--- src/rtl/sprite_pkg.sv ---
// Shared screen geometry and direction encoding for the battle-box sprite generators.
package sprite_pkg;

  localparam int COORD_W = 10;
  localparam int CALC_W  = 11;

  localparam logic [COORD_W-1:0] SCREEN_X_LAST = 10'd639;
  localparam logic [COORD_W-1:0] SCREEN_Y_LAST = 10'd479;

  typedef enum logic {
    DIR_LEFT  = 1'b0,
    DIR_RIGHT = 1'b1
  } dir_e;

endpackage

--- src/rtl/bullet_array_sprite_bullet_unit.sv ---
// One bullet: bouncing X position, alive latch and circular hit test on a fixed row.
module bullet_unit
  import sprite_pkg::*;
#(
  parameter int   RADIUS   = 5,
  parameter int   STEP     = 6,
  parameter int   X_MIN    = 230,
  parameter int   X_MAX    = 410,
  parameter int   X_START  = 230,
  parameter int   Y_CENTRE = 222,
  parameter dir_e DIR_START = DIR_RIGHT
) (
  input  logic               Pclk,
  input  logic               reset,
  input  logic               move,
  input  logic               respawn,
  input  logic               collision,
  input  logic [COORD_W-1:0] xx,
  input  logic [COORD_W-1:0] yy,
  output logic               hit_on,
  output logic               alive,
  output logic               alive_nxt
);

  localparam logic [CALC_W-1:0] XMIN_C   = CALC_W'(X_MIN);
  localparam logic [CALC_W-1:0] XMAX_C   = CALC_W'(X_MAX);
  localparam logic [CALC_W-1:0] STEP_C   = CALC_W'(STEP);
  localparam logic [CALC_W-1:0] XSTART_C = CALC_W'(X_START);
  localparam logic [CALC_W-1:0] YC_C     = CALC_W'(Y_CENTRE);
  localparam logic [CALC_W-1:0] RAD_C    = CALC_W'(RADIUS);
  localparam logic [21:0]       RAD2_C   = 22'(RADIUS * RADIUS);

  logic [CALC_W-1:0] x_q, x_d;
  dir_e              dir_q, dir_d;
  logic              alive_q, alive_d;

  // Respawn outranks a move landing in the same cycle; bounds clamp and reverse.
  always_comb begin
    x_d   = x_q;
    dir_d = dir_q;
    if (respawn) begin
      x_d   = XSTART_C;
      dir_d = DIR_START;
    end else if (move) begin
      if (dir_q == DIR_RIGHT) begin
        if (x_q + STEP_C >= XMAX_C) begin
          x_d   = XMAX_C;
          dir_d = DIR_LEFT;
        end else begin
          x_d = x_q + STEP_C;
        end
      end else begin
        if (x_q < XMIN_C + STEP_C) begin
          x_d   = XMIN_C;
          dir_d = DIR_RIGHT;
        end else begin
          x_d = x_q - STEP_C;
        end
      end
    end
  end

  always_comb begin
    alive_d = respawn | (alive_q & ~collision);
  end

  always_ff @(posedge Pclk) begin
    if (reset) begin
      x_q     <= XSTART_C;
      dir_q   <= DIR_START;
      alive_q <= 1'b1;
    end else begin
      x_q     <= x_d;
      dir_q   <= dir_d;
      alive_q <= alive_d;
    end
  end

  logic signed [CALC_W-1:0] dx, dy;
  logic        [CALC_W-1:0] adx, ady;
  logic        [21:0]       dx2, dy2, dist2;
  logic                     inCircle;

  // Box reject first so the squared distance only matters near the bullet.
  always_comb begin
    dx       = $signed({1'b0, xx}) - $signed(x_q);
    dy       = $signed({1'b0, yy}) - $signed(YC_C);
    adx      = dx[CALC_W-1] ? (~dx + 11'd1) : dx;
    ady      = dy[CALC_W-1] ? (~dy + 11'd1) : dy;
    dx2      = 22'(adx) * 22'(adx);
    dy2      = 22'(ady) * 22'(ady);
    dist2    = dx2 + dy2;
    inCircle = (adx <= RAD_C) && (ady <= RAD_C) && (dist2 <= RAD2_C);
  end

  assign hit_on    = alive_q & inCircle;
  assign alive     = alive_q;
  assign alive_nxt = alive_d;

endmodule

--- src/rtl/bullet_array_sprite.sv ---
// Multi-bullet sprite: frame divider, per-bullet units and the registered pixel/status outputs.
module bullet_array_sprite
  import sprite_pkg::*;
#(
  parameter int NUM_BULLETS = 4,
  parameter int RADIUS      = 5,
  parameter int STEP        = 6,
  parameter int FRAME_DIV   = 3,
  parameter int X_MIN       = 230,
  parameter int X_MAX       = 410,
  parameter int X_SPACING   = 40,
  parameter int Y_BASE      = 222,
  parameter int Y_PITCH     = 16
) (
  input  logic                   Pclk,
  input  logic                   reset,
  input  logic [COORD_W-1:0]     xx,
  input  logic [COORD_W-1:0]     yy,
  input  logic                   aactive,
  input  logic [NUM_BULLETS-1:0] isCollision,
  input  logic                   respawn,
  output logic                   BulletSpriteOn,
  output logic [NUM_BULLETS-1:0] aliveMask,
  output logic                   allDead
);

  localparam int               DIV_W    = (FRAME_DIV > 1) ? $clog2(FRAME_DIV) : 1;
  localparam logic [DIV_W-1:0] DIV_LAST = DIV_W'(FRAME_DIV - 1);

  logic [DIV_W-1:0]       div_q, div_d;
  logic                   frameTick, moveEvent;
  logic [NUM_BULLETS-1:0] hits, aliveNext;
  logic                   on_q, on_d;
  logic                   allDead_q, allDead_d;

  assign frameTick = (xx == SCREEN_X_LAST) && (yy == SCREEN_Y_LAST);
  assign moveEvent = frameTick && (div_q == DIV_LAST);

  // The wrap cycle itself raises the move event, so FRAME_DIV=1 moves every frame.
  always_comb begin
    div_d = div_q;
    if (respawn) begin
      div_d = '0;
    end else if (frameTick) begin
      div_d = moveEvent ? '0 : DIV_W'(div_q + 1'b1);
    end
  end

  for (genvar i = 0; i < NUM_BULLETS; i++) begin : g_bullet
    bullet_unit #(
      .RADIUS    (RADIUS),
      .STEP      (STEP),
      .X_MIN     (X_MIN),
      .X_MAX     (X_MAX),
      .X_START   (X_MIN + i * X_SPACING),
      .Y_CENTRE  (Y_BASE + i * Y_PITCH),
      .DIR_START ((i % 2 == 0) ? DIR_RIGHT : DIR_LEFT)
    ) u_bullet (
      .Pclk      (Pclk),
      .reset     (reset),
      .move      (moveEvent),
      .respawn   (respawn),
      .collision (isCollision[i]),
      .xx        (xx),
      .yy        (yy),
      .hit_on    (hits[i]),
      .alive     (aliveMask[i]),
      .alive_nxt (aliveNext[i])
    );
  end

  // allDead looks at next-state alive bits so it lands with aliveMask.
  always_comb begin
    on_d      = aactive && (|hits);
    allDead_d = ~(|aliveNext);
  end

  always_ff @(posedge Pclk) begin
    if (reset) begin
      div_q     <= '0;
      on_q      <= 1'b0;
      allDead_q <= 1'b0;
    end else begin
      div_q     <= div_d;
      on_q      <= on_d;
      allDead_q <= allDead_d;
    end
  end

  assign BulletSpriteOn = on_q;
  assign allDead        = allDead_q;

endmodule

--- config.mk ---
export PLATFORM = sky130hd
export DESIGN_NAME = bullet_array_sprite
export DESIGN_NICKNAME = d
export VERILOG_FILES = /design/src/rtl/sprite_pkg.sv /design/src/rtl/bullet_array_sprite_bullet_unit.sv /design/src/rtl/bullet_array_sprite.sv
export SDC_FILE = /design/constraint.sdc
export NUM_CORES = 2
export LEC_CHECK = 0
export ABC_AREA = 1
export CORE_MARGIN = 8
export CORE_UTILIZATION = 35
export CTS_CLUSTER_SIZE = 40
export DETAILED_ROUTE_END_ITERATION = 7
export SETUP_SLACK_MARGIN = 0.15
export SLEW_MARGIN = 10
export SYNTH_ARGS = -nofsm -noshare
export SYNTH_HDL_FRONTEND = slang
export SYNTH_SLANG_ARGS = --single-unit
--- constraint.sdc ---
create_clock -name Pclk -period 13.06 [get_ports Pclk]
set_input_delay 3.918 -clock Pclk [delete_from_list [all_inputs] [get_ports Pclk]]
set_output_delay 3.918 -clock Pclk [all_outputs]
set_load 0.005 [all_outputs]
---- Yosys cells after proc, flatten, opt, wreduce, memory -nomap -nowiden ----
Cells that the tools add are included.
W data, S select, Z words.
word-level totals
  output and inout bits ................... 6
  input bits .............................. 28
  logic and storage cells ................. 147
  flip-flop bits (word level) ............. 56
operators by class
  $lt $le $gt $ge ......................... 20
  reductions and logical operators ........ 14
  add/sub/neg operators ................... 29
  eq/ne operators ......................... 3
  multiplexer cells ....................... 33
  bitwise operators ....................... 25
  multiply operators ...................... 8
operator list
  operator                 number
  $mux W11                 20
  $mul A11 B11 Y22         8
  $add A11 B1 Y11 const B  8
  $add A22 B22 Y22         4
  $le A11 B3 Y1 const B    8
  $le A22 B5 Y1 const B    4
  $not A11 Y11             8
  $add A11 B3 Y11 const B  4
  $ge A11 B9 Y1 const B    4
  $lt A11 B8 Y1 const B    4
  $sub A11 B11 Y11         4
  $sub A11 B3 Y11 const B  4
  $sub A10 B8 Y11 const B  3
  $mux W1                  12
  $logic_and A1 B1 Y1      11
  $sub A10 B9 Y11 const B  1
  $eq A10 B10 Y1 const B   1
  $eq A10 B9 Y1 const B    1
  $and A1 B1 Y1            8
  $reduce_or A4 Y1         2
  $not A1 Y1               5
  $or A1 B1 Y1             4
  $add A2 B1 Y2 const B    1
  $eq A2 B2 Y1 const B     1
  2 further kinds          2

---- Logic depth before layout (Yosys ltp) ----
  depth after elaboration ................. 11
  gate-level depth with buffers ........... 51
  gate-level depth less buffers ........... 49

---- Modules after synthesis ----
From an unflattened synthesis, not the netlist that was laid out.
second synthesis, totals
  cells, all modules ...................... 4765
  area total of the unflattened synthesis .. 35879.4 sq um
by module, submodules not included
  module                               cells each  times used  area an instance (sq um)  sequential area each (sq um)
  bullet_unit at g_bullet[2].u_bullet  1186        1           9001.1                    240.2
  bullet_unit at g_bullet[1].u_bullet  1199        1           8977.4                    240.2
  bullet_unit at g_bullet[0].u_bullet  1162        1           8773.4                    240.2
  bullet_unit at g_bullet[3].u_bullet  1152        1           8773.4                    240.2
  bullet_array_sprite                  66          1           354.1                     80.1

---- Worst setup path before layout ----
Ideal clock, no wire load.
  path type ............................... input to register
  from .................................... in xx[1]
  to ...................................... reg on_q, in the netlist BulletSpriteOn
  path slack .............................. 1363 ps
  data required time ...................... 12943 ps
  buffers on the path ..................... 2
  setup time .............................. 117 ps
  stages .................................. 43
  arrival ................................. 11579 ps
  cell sequence ........................... fa_1 -> nand3_1 -> nand2_2 -> a21oi_2 -> o21ai_0 -> nand2_1 -> nand2_2 -> buf_6 -> nand2_1 -> o21ai_0 -> clkbuf_1 -> inv_1 -> nand2_1 -> fa_1 -> inv_1 -> fa_1 -> inv_1 -> fa_1 -> [7 not listed] -> fa_1 -> inv_1 -> ha_1 -> nand2_1 -> nand2_1 -> a21oi_1 -> nand2_1 -> nand2_1 -> nand2_1 -> a21oi_1 -> o21bai_1 -> a21boi_0 -> nor2_1 -> o21ai_0 -> nand2_1 -> or2_2 -> nand4_1 -> a21oi_1
between the ends
  cells in the longest elaborated chain, start to end .. 11
  elaborated cells on any way between the ends .. 46
  those cells by class .................... add/sub (12); mul (4); order compare (8); mux (4); bitwise (8); reduce/logical (10)
ends and longest elaborated chain
  element                  RTL line                               RTL
  start, declared          bullet_array_sprite.sv:17              input logic [COORD_W-1:0] xx,
  $sub A11 B11 Y11         bullet_array_sprite_bullet_unit.sv:86  dx = $signed({1'b0, xx}) - $signed(x_q);
  $not A11 Y11             bullet_array_sprite_bullet_unit.sv:88  adx = dx[CALC_W-1] ? (~dx + 11'd1) : dx;
  $add A11 B1 Y11          bullet_array_sprite_bullet_unit.sv:88
  $mux W11                 bullet_array_sprite_bullet_unit.sv:88
  $mul A11 B11 Y22         bullet_array_sprite_bullet_unit.sv:90  dx2 = 22'(adx) * 22'(adx);
  $add A22 B22 Y22         bullet_array_sprite_bullet_unit.sv:92  dist2 = dx2 + dy2;
  $le A22 B5 Y1            bullet_array_sprite_bullet_unit.sv:93  inCircle = (adx <= RAD_C) && (ady <= RAD_C) && (dist2 <= RAD2_C);
  $logic_and A1 B1 Y1      bullet_array_sprite_bullet_unit.sv:93
  $and A1 B1 Y1            bullet_array_sprite_bullet_unit.sv:96  assign hit_on = alive_q & inCircle;
  $reduce_or A4 Y1 (*)     bullet_array_sprite.sv:74              on_d = aactive && (|hits);
  $logic_and A1 B1 Y1 (*)  bullet_array_sprite.sv:74
  end signal, assigned     bullet_array_sprite.sv:85              on_q <= on_d;
  end, declared            bullet_array_sprite.sv:33              logic on_q, on_d;
Mark *: on every way between the ends. The rest lies on a longest branch, timed or not.
A chain may end at the register's enable or synchronous reset.

---- Worst setup path after layout ----
  from .................................... in xx[2]
  to ...................................... reg on_q, in the netlist BulletSpriteOn
The elaborated chain is that of the path after synthesis.

==> results.md <==
- Status: complete, no violations
- Vias/cell: 4.600
- Most common cell in the netlist: inv_1
- Mapped cell area: 0.03469 mm2
- Clock latency at the later pin of the worst-skew pair: 0.30 ns
- R2R Setup Slk: 4.32 ns
- Gr ovfl total: 0
- Final min period: 12.29 ns
- Largest net degree at the start of global routing: 37
- Maximum level of the CTS H-tree: 2
- Hold Fails Final Rpt: 0
- Syn avg cell area: 7.555 um2
- Initial DRC count: 1,611
- Final HPWL from detailed placement: 80,940 um
- Largest area contributor in the netlist: fa_1
- Final setup vio count: 0
- Number of cell rows: 115
- Post-synth EDFFs: 0
- HP Class: register to register
- Area post-placement: 0.03783 mm2
- Most common cell on crit path: fa_1
- Post-synth top area share: 37.97%
- Port Buf Inserts: 33
- Synth area leaders: fa_1 38%, ha_1 15%, inv_1 14%
- CTS clock-pin slew for the worst setup and hold paths: 0.08 ns
- Hold path depth: 2
- Number of max-cap violations: 0
- DRT antenna net count: 0
- Netlist cell types: 67
- Worst Hold Launch: div_q[0]
- Final instance area: 0.03814 mm2
- Slowest-stage cell, CP: fa_1
- CP Max Fanout: 10
- Via count: 28,100
- FILL cells: 10,310
- First-pass GRT wire length: 150,300 um
- Min-Delay Endpoint: div_q[0]
- DRC: 0
- Reg2reg path depth: 47
- Max Buffers Root-to-Sink: 2
- Final #Nets: 5,917
- Drt pass-1 iters: 5
- Area delta synth->final: 9.955%
- Core box area: 0.09828 mm2
- Worst slew margin: 34.83%
- CTS Sinks: 52
- Critical R2R Capture: BulletSpriteOn
- DR WL/cell: 14.54 um
- Seq/Total Area, Yosys: 3.001%
- CP max stage delay: 0.58 ns
- Max Fclk: 81.33 MHz
- Total Wirelength: 88,810 um
- RSZ-0062 raised after global routing: no
- Initial antenna violation count: 4
- Final Slew Violations: 0
- Period utilization: 94.14%
- Synth top cells by count: 1,333 x inv_1, 761 x nand2_1, 658 x fa_1
- Arrival time worst endpoint: 12.53 ns
- Root Buffer: clkbuf_16
- Die X-Extent: 330.8 um
- Endpoint type of the worst setup path: register
- Asr flop ratio synth: 0%
- Share of post-route cells with drive strength above 1: 6.389%
- CTS tree: done
- WP data required: 13.29 ns
- Die H: 330.8 um
- Die area: 0.1094 mm2
- Clock buffer count from CTS: 5
- Final Skew: 0.006920 ns
- GPL Wtd Cong: 0.8981
- # IOs: 34
- Initial Util: 35.30%
- Vias in the first global route: 29,294
- R2r startpoint: g_bullet[2].u_bullet.x_q[1]
- Crit Path Category: primary input to register
- #FFs+latches synth: 52
- Post-CTS setup buffers: 0
- Startpoint types: primary input
- Gr usage total: 16.80%
- Post-Synthesis Cells: 4,592
- Syn. warnings: 0
- Worst-Margin Slew: 0.9740 ns
- Top_reg_cell synth: dfxtp_1
-- per-layer routing --
layer  global-route usage, %  vias up  wire, um
met1                   23.97    13461     41910
met4                   3.031        2      1706
met5                       0        -         1
li1                        -    13942         -
met2                   28.11      599     41000
met3                   1.223       96      4194
-- layout make-up --
class	instances	area [um2]	share of cell area (%)
timing repair buffer	176	1430	3.749
antenna	1	2.502	0.006560
clock buffer	5	125.1	0.3280
sequential	52	1041	2.729
inverter	1361	5114	13.41
clock inverter	3	21.27	0.05576
multi-input combinational	3224	28800	75.50
tap	1287	1610	4.222
-- repair_timing --
action,4_1_cts,5_1_grt
gates resized for setup,0,55
hold buffers,0,0
endpoints found under the setup margin,0,1
-- sequential cells by signal (all words and copies together), names as in the netlist --
signal,cells
g_bullet.u_bullet.x_q,40
allDead,1
BulletSpriteOn,1
g_bullet.u_bullet.dir_q,4
div_q,2
g_bullet.u_bullet.alive,4
-- worst max-delay path: cells and delay by family --
kind | cells | cell delay (ns)
AOI/OAI and AO/OA | 6 | 0.85
xor gates and xnor gates | 2 | 0.47
adders and majority gates | 9 | 4.35
buffers and inverters | 8 | 1.28
and+or+nand+nor | 16 | 1.66
-- through the flow --
step                      cells  setup slack, ns   TNS, ns  hold slack, ns  utilization, %
after CTS                  6108           0.2855         0          0.4653           38.64
after floorplan            4688            1.363         0          0.4407               -
after detailed placement   6100         -0.02621  -0.02621          0.4544           38.49
after global routing       6108           0.1616         0          0.4916           38.81
final                      6109           0.7651         0          0.4666           38.81
after global placement     6100          0.04882         0          0.4515           38.49
-- placed cells by master (no fill, tap or decap), types with 35 or more instances in the layout --
cell / synthesis / routed
a21oi_1: 132 / 127
buf_4: 7 / 141
conb_1: 2 / 98
dfxtp_1: 52 / 52
fa_1: 658 / 658
ha_1: 411 / 405
inv_1: 1333 / 1331
nand2_1: 761 / 759
nand2_2: 40 / 39
nand3_1: 166 / 166
nand4_1: 35 / 35
nor2_1: 471 / 458
nor3_1: 45 / 45
o21ai_0: 86 / 79
xor2_1: 90 / 87
-- how the worst max path moves through the flow --
stage | from | to | slack [ns] | depth (start not counted)
global route | xx[2] | BulletSpriteOn | 0.16 | 43
detailed placement | xx[1] | BulletSpriteOn | -0.03 | 35
CTS | xx[1] | BulletSpriteOn | 0.29 | 35
finish | xx[2] | BulletSpriteOn | 0.77 | 41
floorplan | xx[1] | BulletSpriteOn | 1.36 | 43
global placement | xx[7] | BulletSpriteOn | 0.05 | 34
-- kinds of logic after synthesis --
| group | count (synthesis) | share of synthesized area, % |
|---|---|---|
| simple gates | 1592 | 19.53 |
| fa+ha+maj | 1069 | 52.80 |
| xor+xnor | 129 | 3.365 |
| flops | 52 | 3.001 |
| buf+inv | 1412 | 15.47 |
| other cells | 2 | 0.02165 |
| compound gates | 336 | 5.818 |
Power is left out: the tool's default activity adds up to more than one toggle a clock period on the data nets, which glitch-free logic cannot reach.
